## src/rtl/fp16_add_sched_if.sv

```systemverilog
// Bundle of requester, shared-adder and response signals around fp16_add_sched.
// The slave modport is the scheduler's view; master is the view of whatever drives it.
interface fp16_add_sched_if #(
  parameter int NREQ = 4
);
  logic [NREQ-1:0]      req_valid;
  logic [16*NREQ-1:0]   req_a;
  logic [16*NREQ-1:0]   req_b;
  logic [NREQ-1:0]      req_ready;
  logic                 add_start;
  logic [15:0]          add_a;
  logic [15:0]          add_b;
  logic                 add_done;
  logic [15:0]          add_sum;
  logic [NREQ-1:0]      rsp_valid;
  logic [NREQ-1:0]      rsp_ready;
  logic [15:0]          rsp_data;
  logic                 rsp_err;
  logic                 busy;

  modport slave (
    input  req_valid, req_a, req_b, add_done, add_sum, rsp_ready,
    output req_ready, add_start, add_a, add_b, rsp_valid, rsp_data, rsp_err, busy
  );

  modport master (
    output req_valid, req_a, req_b, add_done, add_sum, rsp_ready,
    input  req_ready, add_start, add_a, add_b, rsp_valid, rsp_data, rsp_err, busy
  );
endinterface

```

## src/rtl/fp16_add_sched.sv

```systemverilog
// Round-robin scheduler sharing one multi-cycle FP16 adder among NREQ requesters,
// with a watchdog that substitutes a flagged qNaN when the adder never answers.
module fp16_add_sched #(
  parameter int NREQ    = 4,
  parameter int TIMEOUT = 16
) (
  input logic             clk,
  input logic             nrst,
  fp16_add_sched_if.slave bus
);
  localparam int PW = (NREQ > 1) ? $clog2(NREQ) : 1;
  localparam logic [7:0]  WDOG_LIMIT = 8'(TIMEOUT);
  localparam logic [15:0] QNAN       = 16'h7E00;

  typedef enum logic [1:0] {
    IDLE,
    ISSUE,
    WAIT,
    RESP
  } state_t;

  state_t          r_state;
  state_t          w_state_next;
  logic [PW-1:0]   r_rr_ptr;
  logic [PW-1:0]   r_grant;
  logic [PW-1:0]   w_grant;
  logic            w_any_valid;
  logic [7:0]      r_wdog;
  logic [7:0]      w_wdog_inc;
  logic            w_timeout;
  logic [15:0]     r_add_a;
  logic [15:0]     r_add_b;
  logic [15:0]     r_rsp_data;
  logic            r_rsp_err;
  int              w_lane;

  // Scan offsets from the highest down so the smallest offset from rr_ptr is the
  // last writer and therefore wins.
  always_comb begin
    int idx;
    w_grant     = '0;
    w_any_valid = 1'b0;
    for (int off = NREQ - 1; off >= 0; off--) begin
      idx = int'(r_rr_ptr) + off;
      if (idx >= NREQ) idx = idx - NREQ;
      if (bus.req_valid[idx]) begin
        w_grant     = PW'(idx);
        w_any_valid = 1'b1;
      end
    end
  end

  assign w_lane = int'(w_grant);

  // The counter holds the number of WAIT cycles already elapsed, so the adder gets
  // exactly TIMEOUT cycles after add_start; the incremented value flags the last one.
  assign w_wdog_inc = r_wdog + 8'd1;
  assign w_timeout  = (w_wdog_inc == WDOG_LIMIT);

  // NOTE: asynchronous active-low reset lives only in the sensitivity list of
  // sequential blocks; state updates use non-blocking assignments.
  always_ff @(posedge clk or negedge nrst) begin
    if (!nrst) r_state <= IDLE;
    else       r_state <= w_state_next;
  end

  // NOTE: every output of this block gets a default before the case so no path
  // leaves a signal unassigned and infers a latch.
  always_comb begin
    w_state_next  = r_state;
    bus.req_ready = '0;
    bus.add_start = 1'b0;
    bus.rsp_valid = '0;
    unique case (r_state)
      IDLE: begin
        if (w_any_valid) begin
          bus.req_ready[w_grant] = nrst;
          w_state_next           = ISSUE;
        end
      end
      ISSUE: begin
        bus.add_start = 1'b1;
        w_state_next  = WAIT;
      end
      WAIT: begin
        if (bus.add_done || w_timeout) w_state_next = RESP;
      end
      RESP: begin
        bus.rsp_valid[r_grant] = 1'b1;
        if (bus.rsp_ready[r_grant]) w_state_next = IDLE;
      end
      default: w_state_next = IDLE;
    endcase
  end

  always_ff @(posedge clk or negedge nrst) begin
    if (!nrst) begin
      r_rr_ptr   <= '0;
      r_grant    <= '0;
      r_add_a    <= '0;
      r_add_b    <= '0;
      r_rsp_data <= '0;
      r_rsp_err  <= 1'b0;
      r_wdog     <= '0;
    end else begin
      unique case (r_state)
        IDLE: begin
          if (w_any_valid) begin
            r_add_a <= bus.req_a[16*w_lane +: 16];
            r_add_b <= bus.req_b[16*w_lane +: 16];
            r_grant <= w_grant;
          end
        end
        ISSUE: r_wdog <= '0;
        WAIT: begin
          r_wdog <= w_wdog_inc;
          // A completion on the final watchdog cycle still counts as a real result.
          if (bus.add_done) begin
            r_rsp_data <= bus.add_sum;
            r_rsp_err  <= 1'b0;
          end else if (w_timeout) begin
            r_rsp_data <= QNAN;
            r_rsp_err  <= 1'b1;
          end
        end
        RESP: begin
          if (bus.rsp_ready[r_grant])
            r_rr_ptr <= (r_grant == PW'(NREQ - 1)) ? '0 : r_grant + PW'(1);
        end
        default: ;
      endcase
    end
  end

  assign bus.add_a    = r_add_a;
  assign bus.add_b    = r_add_b;
  assign bus.rsp_data = r_rsp_data;
  assign bus.rsp_err  = r_rsp_err;
  assign bus.busy     = (r_state != IDLE);

endmodule

```

## src/flat_wrapper.sv

```systemverilog
// flat-port wrapper written by rule: the top's interface ports become plain ports
module fp16_add_sched_flat 
#(
  parameter int NREQ    = 4,
  parameter int TIMEOUT = 16
)
  (clk, nrst, bus_req_valid, bus_req_a, bus_req_b, bus_add_done, bus_add_sum, bus_rsp_ready, bus_req_ready, bus_add_start, bus_add_a, bus_add_b, bus_rsp_valid, bus_rsp_data, bus_rsp_err, bus_busy);
  fp16_add_sched_if #(.NREQ(NREQ)) bus_i ();
  input logic clk;
  input logic nrst;
  input wire logic [$bits(bus_i.req_valid)-1:0] bus_req_valid;
  input wire logic [$bits(bus_i.req_a)-1:0] bus_req_a;
  input wire logic [$bits(bus_i.req_b)-1:0] bus_req_b;
  input wire logic [$bits(bus_i.add_done)-1:0] bus_add_done;
  input wire logic [$bits(bus_i.add_sum)-1:0] bus_add_sum;
  input wire logic [$bits(bus_i.rsp_ready)-1:0] bus_rsp_ready;
  output wire logic [$bits(bus_i.req_ready)-1:0] bus_req_ready;
  output wire logic [$bits(bus_i.add_start)-1:0] bus_add_start;
  output wire logic [$bits(bus_i.add_a)-1:0] bus_add_a;
  output wire logic [$bits(bus_i.add_b)-1:0] bus_add_b;
  output wire logic [$bits(bus_i.rsp_valid)-1:0] bus_rsp_valid;
  output wire logic [$bits(bus_i.rsp_data)-1:0] bus_rsp_data;
  output wire logic [$bits(bus_i.rsp_err)-1:0] bus_rsp_err;
  output wire logic [$bits(bus_i.busy)-1:0] bus_busy;
  assign bus_i.req_valid = bus_req_valid;
  assign bus_i.req_a = bus_req_a;
  assign bus_i.req_b = bus_req_b;
  assign bus_i.add_done = bus_add_done;
  assign bus_i.add_sum = bus_add_sum;
  assign bus_i.rsp_ready = bus_rsp_ready;
  assign bus_req_ready = bus_i.req_ready;
  assign bus_add_start = bus_i.add_start;
  assign bus_add_a = bus_i.add_a;
  assign bus_add_b = bus_i.add_b;
  assign bus_rsp_valid = bus_i.rsp_valid;
  assign bus_rsp_data = bus_i.rsp_data;
  assign bus_rsp_err = bus_i.rsp_err;
  assign bus_busy = bus_i.busy;
  fp16_add_sched #(.NREQ(NREQ), .TIMEOUT(TIMEOUT)) u_core (.clk(clk), .nrst(nrst), .bus(bus_i));
endmodule
```

## config.mk

```make
export PLATFORM = sky130hd
export DESIGN_NAME = fp16_add_sched_flat
export DESIGN_NICKNAME = d
export VERILOG_FILES = /design/src/rtl/fp16_add_sched_if.sv /design/src/rtl/fp16_add_sched.sv /design/src/flat_wrapper.sv
export SDC_FILE = /design/constraint.sdc
export NUM_CORES = 1
export LEC_CHECK = 0
export ABC_AREA = 1
export BUFFER_PORTS_ARGS = -buffer_cell sky130_fd_sc_hd__buf_2
export CAP_MARGIN = 5
export CELL_PAD_IN_SITES_DETAIL_PLACEMENT = 0
export CELL_PAD_IN_SITES_GLOBAL_PLACEMENT = 1
export CORE_MARGIN = 5
export CORE_UTILIZATION = 30
export DETAILED_ROUTE_END_ITERATION = 10
export GPL_TIMING_DRIVEN = 0
export PLACE_DENSITY = 0.87
export SLEW_MARGIN = 10
export SYNTH_ARGS = -nofsm -noshare
export SYNTH_HDL_FRONTEND = slang
export SYNTH_SLANG_ARGS = --single-unit
```

## constraint.sdc

```tcl
create_clock -name clk -period 3.35 [get_ports clk]
set_input_delay 0.67 -clock clk [delete_from_list [all_inputs] [get_ports clk]]
set_output_delay 0.67 -clock clk [all_outputs]
set_load 0.005 [all_outputs]
```

==> reports/results.ini, run 1 <==
[outcome]
status = finished clean

[synthesis]
yosysTopAreaCell = dfrtp_1
ys_seq_area_share_pct = 36.0
ys_seq_elements = 63
synth_cell_types = 29
syn_nets = 846
synth_top_area_share_pct = 36.0
synth_area_leaders = dfrtp_1, nand2_1, nand3_1, nand2_2, inv_1
synth_warnings = 0
syn_area_per_cell_um2 = 6.43
netlist_instances = 682
syn-cell-area_mm2 = 0.00438

[critical_path]
cp_common_cell = nand2_1
crit_slowest_cell = clkbuf_1
worstPathMaxFanout = 10
max_stage_delay_ns = 0.45
critPathKind = reg2out
crit_buf_inv = 3
cp.required_ns = 2.68
crit_arrival_ns = 2.32
path_delay_family = buffers and inverters
start_kind = flop
end_kind = primary output
crit_chain = buf_6 > nand2_2 > nand3_1 > o21ai_0 > nand2_1 > nand2_1 > clkbuf_1 > nor3_1 > buf_2

[pwr]
p_switching_w = 0.00326
internal_power_w = 0.00320
ir_drop_mv = 0.358
p_sw_share_pct = 50.4
comb_power_share_pct = 66.5
seq_power_share_pct = 19.7
power.share.clock_pct = 13.8
total_leakage_power_nw = 3.69
pwr_density_cell_mw_per_mm2 = 1080

[global_routing]
grt_pass1_vias = 4501
use_met1_pct = 21.8
grt.total_usage_pct = 17.3
met2_usage_pct = 29.3
grt_remaining_overflow = 0
grt_max_degree = 45
antenna_found_initial = 1
grt_pass1_wl_um = 23000
grtUsageMet3_pct = 4.51
busiest_layer = met2

[finish]
nFillCells = 1578
nNetsFinal = 1071
multi_input_area_mm2 = 0.00239
layout_common_cells = nand2_1, buf_2, nand3_1
area_delta_synth_final_pct = 36.8
stdcell_area_mm2 = 0.00600
final_layout_size_suffix_gt1_share_pct = 32.8
regArea_mm2 = 0.00158
mostFrequentLayoutCell = nand2_1

[cts]
cts-resized-gates = 0
clk_latency_ns = 0.34
numCtsBuffers = 9
cts.sinks = 63
cts_tree = done
clk_path_buf_depth = 2
cts_max_level = 3
cts_setup_buffers = 0
cts-hold-fix-buffers = 0
root_buffer = clkbuf_16
clk_pin_slew_ns = 0.06

[place]
place_congestion = 0.830
place_area_mm2 = 0.00571
hpwl_um = 11800
port-buffer-count = 213

[die]
row_count = 44
dieHeight_um = 131
die_w_um = 131
coreArea_mm2 = 0.0144
io_pins = 214
die-area_mm2 = 0.0171
start_util_pct = 30.4

[sta]
rsz0062_at_grt = no
fin_crit_sh_pct = 89.2
finalHoldViolCount = 0
drv_slew = 0
setup_violations = 0
setup_tns_ns = 0
fmax_ghz = 0.335
slew_headroom_pct = 66.0
min_period_ns = 2.99
skew_ns = 0.00446
worst_pin_slew_ns = 0.510

[routing]
ant_nets = 0
drc_errors = 0
wire_per_inst_um = 13.9
via_count = 4911
avgViaCountPerCell = 4.47
drt_iter0_drc = 279
postRouteWirelength_um = 15300
dr.pass1.iters = 4

[job]
cap_violations = 0

[hold_path]
hp-class = in2async

[flip-flops by register name, summed over array words and instances, names as in the netlist]
name / count
u_core.bus.add_a: 16
u_core.bus.add_b: 16
u_core.bus.rsp_data: 16
u_core.bus.rsp_err: 1
u_core.r_grant: 2
u_core.r_rr_ptr: 2
u_core.r_state: 2
u_core.r_wdog: 8
[power by group through the flow]
stage | Combinational [W] | Sequential (W) | Clock (W)
6_report | 0.00430 | 0.00127 | 0.000891
5_1_grt | 0.00486 | 0.00131 | 0.000958
4_1_cts | 0.00438 | 0.00128 | 0.000917
3_5_place_dp | 0.00436 | 0.00128 | 0
3_3_place_gp | 0.00435 | 0.00128 | 0
2_1_floorplan | 0.00300 | 0.00130 | 0
[routing by layer]
metal / up-vias / wire length [um]
li1: 2560 / -
met1: 2205 / 6610
met2: 128 / 7370
met3: 18 / 1060
met4: 0 / 205
met5: - / 0
[cells in the mapped netlist]
cell      number
nand3b_1       1
nand3_1       73
a22oi_1        1
o21ai_0        9
nand3_2        2
o22ai_1        2
buf_2         13
nor2_2         1
buf_4         11
nor2_1        15
xor2_1         4
buf_6          4
nor3_2         1
a21oi_1        8
a22o_1         2
buf_12         2
nand2_4        1
dfrtp_1       63
ha_1           9
nand2_1      374
nand2_2       27
nor3_1         4
inv_1         38
or2_2          1
nand4_1        2
clkbuf_1       7
inv_2          3
a32o_1         1
o21ai_2        3
[cell families (layout without fill, tap and decap cells)]
kind of cell | after synthesis | count (layout) | synth area share (%)
simple gates | 502 | 502 | 47.6
fa+ha+maj | 9 | 9 | 2.57
other cells | 0 | 2 | 0
xor+xnor | 4 | 4 | 0.799
buf+inv | 78 | 308 | 9.42
flops | 63 | 63 | 36.0
compound gates | 26 | 26 | 3.62
[layout make-up]
cell class | count | area share (%)
multi-input cells | 541 | 39.9
clock buffers | 9 | 3.76
clock inverters | 7 | 0.918
inverters | 41 | 2.57
repair buffers | 214 | 18.3
flip-flops and latches | 63 | 26.3
plain buffers | 37 | 4.32
diodes | 2 | 0.0835
well taps | 184 | 3.84
[path summary, 6_finish.rpt]
| kind | from | to | cells past startpoint | slack, ns |
|---|---|---|---|---|
| max in group asynchronous | nrst | u_core.bus.add_b[6] | 2 | 2.62 |
| worst min register to register | u_core.bus.rsp_data[3] | u_core.bus.rsp_data[3] | 2 | 0.46 |
| worst min-delay path | nrst | u_core.bus.add_a[10] | 1 | 0.22 |
| worst max-delay path | u_core.r_rr_ptr[0] | bus_req_ready[2] | 9 | 0.36 |
| min in group clk | u_core.bus.rsp_data[3] | u_core.bus.rsp_data[3] | 2 | 0.46 |
| worst max register to register | u_core.r_rr_ptr[0] | u_core.bus.add_a[10] | 11 | 1.25 |
[metrics by stage]
stage / std cells / worst slack [ns] / total power [W] / util [%] / hold WS, ns
3_3_place_gp: 1079 / 0.134 / 0.00562 / 39.4 / 0.450
3_5_place_dp: 1080 / 0.406 / 0.00565 / 39.6 / 0.453
4_1_cts: 1096 / 0.287 / 0.00657 / 41.5 / 0.218
6_report: 1098 / 0.363 / 0.00646 / 41.6 / 0.217
2_1_floorplan: 682 / 0.982 / 0.00430 / - / 0.374
5_1_grt: 1097 / 0.168 / 0.00713 / 41.6 / 0.229
(Power assumes the default switching activity.)
==> run 2, diff against run 1 <==
- SETUP_SLACK_MARGIN: unset -> 0.4
==> run 2 against run 1 <==
  * Flip-flop and latch count stayed put
  * Non-clock buffer count did not move
  * Wire length about the same
  * Utilization is 0.16 points higher
  * Sequential share of layout area down 0.098 points
  * Global-route usage is essentially flat
  * Worst setup slack improved by 0.19 ns
  * Combinational power rose by 0.9%
  * Largest power group unchanged
==> reports/results.ini, run 2 (synthesis gave the netlist of run 1 again) <==
[outcome]
status = finished clean

[global_routing]
grt_max_degree = 45  ; unchanged
antenna_found_initial = 1  ; unchanged
grt_remaining_overflow = 0  ; unchanged
grt_pass1_vias = 4508  ; +0.16%
grt.total_usage_pct = 17.3  ; about the same
grt_pass1_wl_um = 23000  ; about the same

[cts]
numCtsBuffers = 9  ; unchanged
root_buffer = clkbuf_16
clk_path_buf_depth = 2  ; unchanged
clk_latency_ns = 0.34  ; about the same
cts_max_level = 3  ; unchanged
cts_setup_buffers = 0  ; unchanged
cts.sinks = 63  ; unchanged
clk_pin_slew_ns = 0.06  ; about the same
cts_tree = done

[critical_path]
crit_buf_inv = 4  ; +1
crit_slowest_cell = dfrtp_1
r2r_start = u_core.r_rr_ptr[0]
r2r_slack_ns = 1.38  ; +0.13 ns
crit_chain = buf_6 > nand2_2 > nand3_1 > o21ai_0 > nand2_1 > nand2_4 > inv_2 > buf_4 > nor3_1 > buf_2
cp.required_ns = 2.68  ; about the same
max_stage_delay_ns = 0.41  ; -0.04 ns
start_kind = flop
r2r-end = u_core.bus.add_b[4]
crit_arrival_ns = 2.13  ; -0.19 ns
critPathKind = reg2out
crit_cells = 10  ; +1
r2r_cells = 11  ; unchanged
path_delay_family = simple AND/OR/NAND/NOR gates
worstPathMaxFanout = 10  ; unchanged
end_kind = primary output

[die]
dieHeight_um = 131  ; unchanged
start_util_pct = 30.4  ; unchanged
coreArea_mm2 = 0.0144  ; unchanged
die-area_mm2 = 0.0171  ; unchanged
die_w_um = 131  ; unchanged
row_count = 44  ; unchanged
io_pins = 214  ; unchanged

[sta]
rsz0062_at_grt = yes
setup_tns_ns = 0  ; unchanged
worst_pin_slew_ns = 0.498  ; -0.0125 ns
fmax_ghz = 0.357  ; +6.6%
fin_crit_sh_pct = 83.6  ; -5.5 points
finalHoldViolCount = 0  ; unchanged
setup_violations = 0  ; unchanged
skew_ns = 0.00473  ; +0.000272 ns
slew_headroom_pct = 66.8  ; +0.83 points
min_period_ns = 2.80  ; -0.185 ns
drv_slew = 0  ; unchanged

[finish]
fin_cells = 1098  ; unchanged
mostFrequentLayoutCell = nand2_1
stdcell_area_mm2 = 0.00602  ; +0.38%
layout_common_cells = nand2_1, buf_2, nand3_1
nNetsFinal = 1071  ; unchanged
area_delta_synth_final_pct = 37.3
final_layout_size_suffix_gt1_share_pct = 33.1  ; +0.33 points

[routing]
postRouteWirelength_um = 15300  ; about the same
drc_errors = 0  ; unchanged
via_count = 4908  ; -0.061%
drt_iter0_drc = 273  ; -2.2%
avgViaCountPerCell = 4.47  ; about the same
wire_per_inst_um = 13.9  ; about the same
ant_nets = 0  ; unchanged
dr.pass1.iters = 4  ; unchanged

[place]
port-buffer-count = 213  ; unchanged
hpwl_um = 11800  ; unchanged
place_area_mm2 = 0.00571  ; unchanged
dpl.cell_count = 1080  ; unchanged
place_congestion = 0.830  ; unchanged

[job]
cap_violations = 0  ; unchanged

[hold_path]
hp-class = in2async

[pwr]
ir_drop_mv = 0.358  ; about the same
pwr_density_cell_mw_per_mm2 = 1080  ; +0.23%
p_total_w = 0.00650  ; +0.60%
total_leakage_power_nw = 3.70  ; +0.23%

## run 2: cell count changes in the layout (fill, tap and decap cells not counted), sizes merged
cell / previous run / this run
buf: 244 / 243
clkbuf: 16 / 17
## run 2: worst max-delay path by stage
stage | from | to | slack, ns
2_1_floorplan | bus_req_valid[1] | bus_req_ready[0] | 0.98
6_report | u_core.r_rr_ptr[0] | bus_req_ready[1] | 0.55
5_1_grt | u_core.r_rr_ptr[0] | bus_req_ready[1] | 0.39
3_3_place_gp | nrst | bus_req_ready[2] | 0.13
4_1_cts | u_core.r_rr_ptr[0] | bus_req_ready[1] | 0.44
3_5_place_dp | bus_req_valid[0] | bus_req_ready[2] | 0.41
## run 2: final cells by class
class | instances | area [um2]
Fill cell | 1578 | 8410
Multi-Input combinational cell | 541 | 2400
Sequential cell | 63 | 1580
Timing Repair Buffer | 214 | 1100
Buffer | 37 | 272
Tap cell | 184 | 230
Clock buffer | 9 | 225
Inverter | 41 | 154
Clock inverter | 7 | 55.1
Antenna cell | 2 | 5.00
## run 2: power by group
group	total [W]	internal, W	switching, W
clock	0.000889	0.000509	0.000381
sequential	0.00127	0.00110	0.000178
combinational	0.00434	0.00163	0.00271
## run 2: worst register-to-register path: cells and delay by family, from the launching register on
kind,cells,cell delay [ns]
AOI/OAI and AO/OA,1,0.06
buffers and inverters,4,0.85
DFF,1,0.41
and+or+nand+nor,6,0.58
## run 2: per-stage QoR
step	util (%)	setup slack (ns)	hold slack, ns
2_1_floorplan	-	0.982	0.374
3_3_place_gp	39.4	0.134	0.450
3_5_place_dp	39.6	0.406	0.453
4_1_cts	41.6	0.443	0.218
5_1_grt	41.7	0.391	0.229
6_report	41.7	0.548	0.218
## run 2: per-layer routing
layer	global-route usage, %	share of wire [%]	vias up
li1	-	-	2563
met3	4.51	7.2	20
met4	4.54	1.5	0
met5	0	0	-
met1	21.8	43	2191
met2	29.3	48	134
## run 2: repair_timing
item	4_1_cts	5_1_grt
hold buffers	0	0
pin swaps	0	0
setup endpoints to repair	4	4
gates resized for setup	2	8
endpoints found under the hold margin	0	0
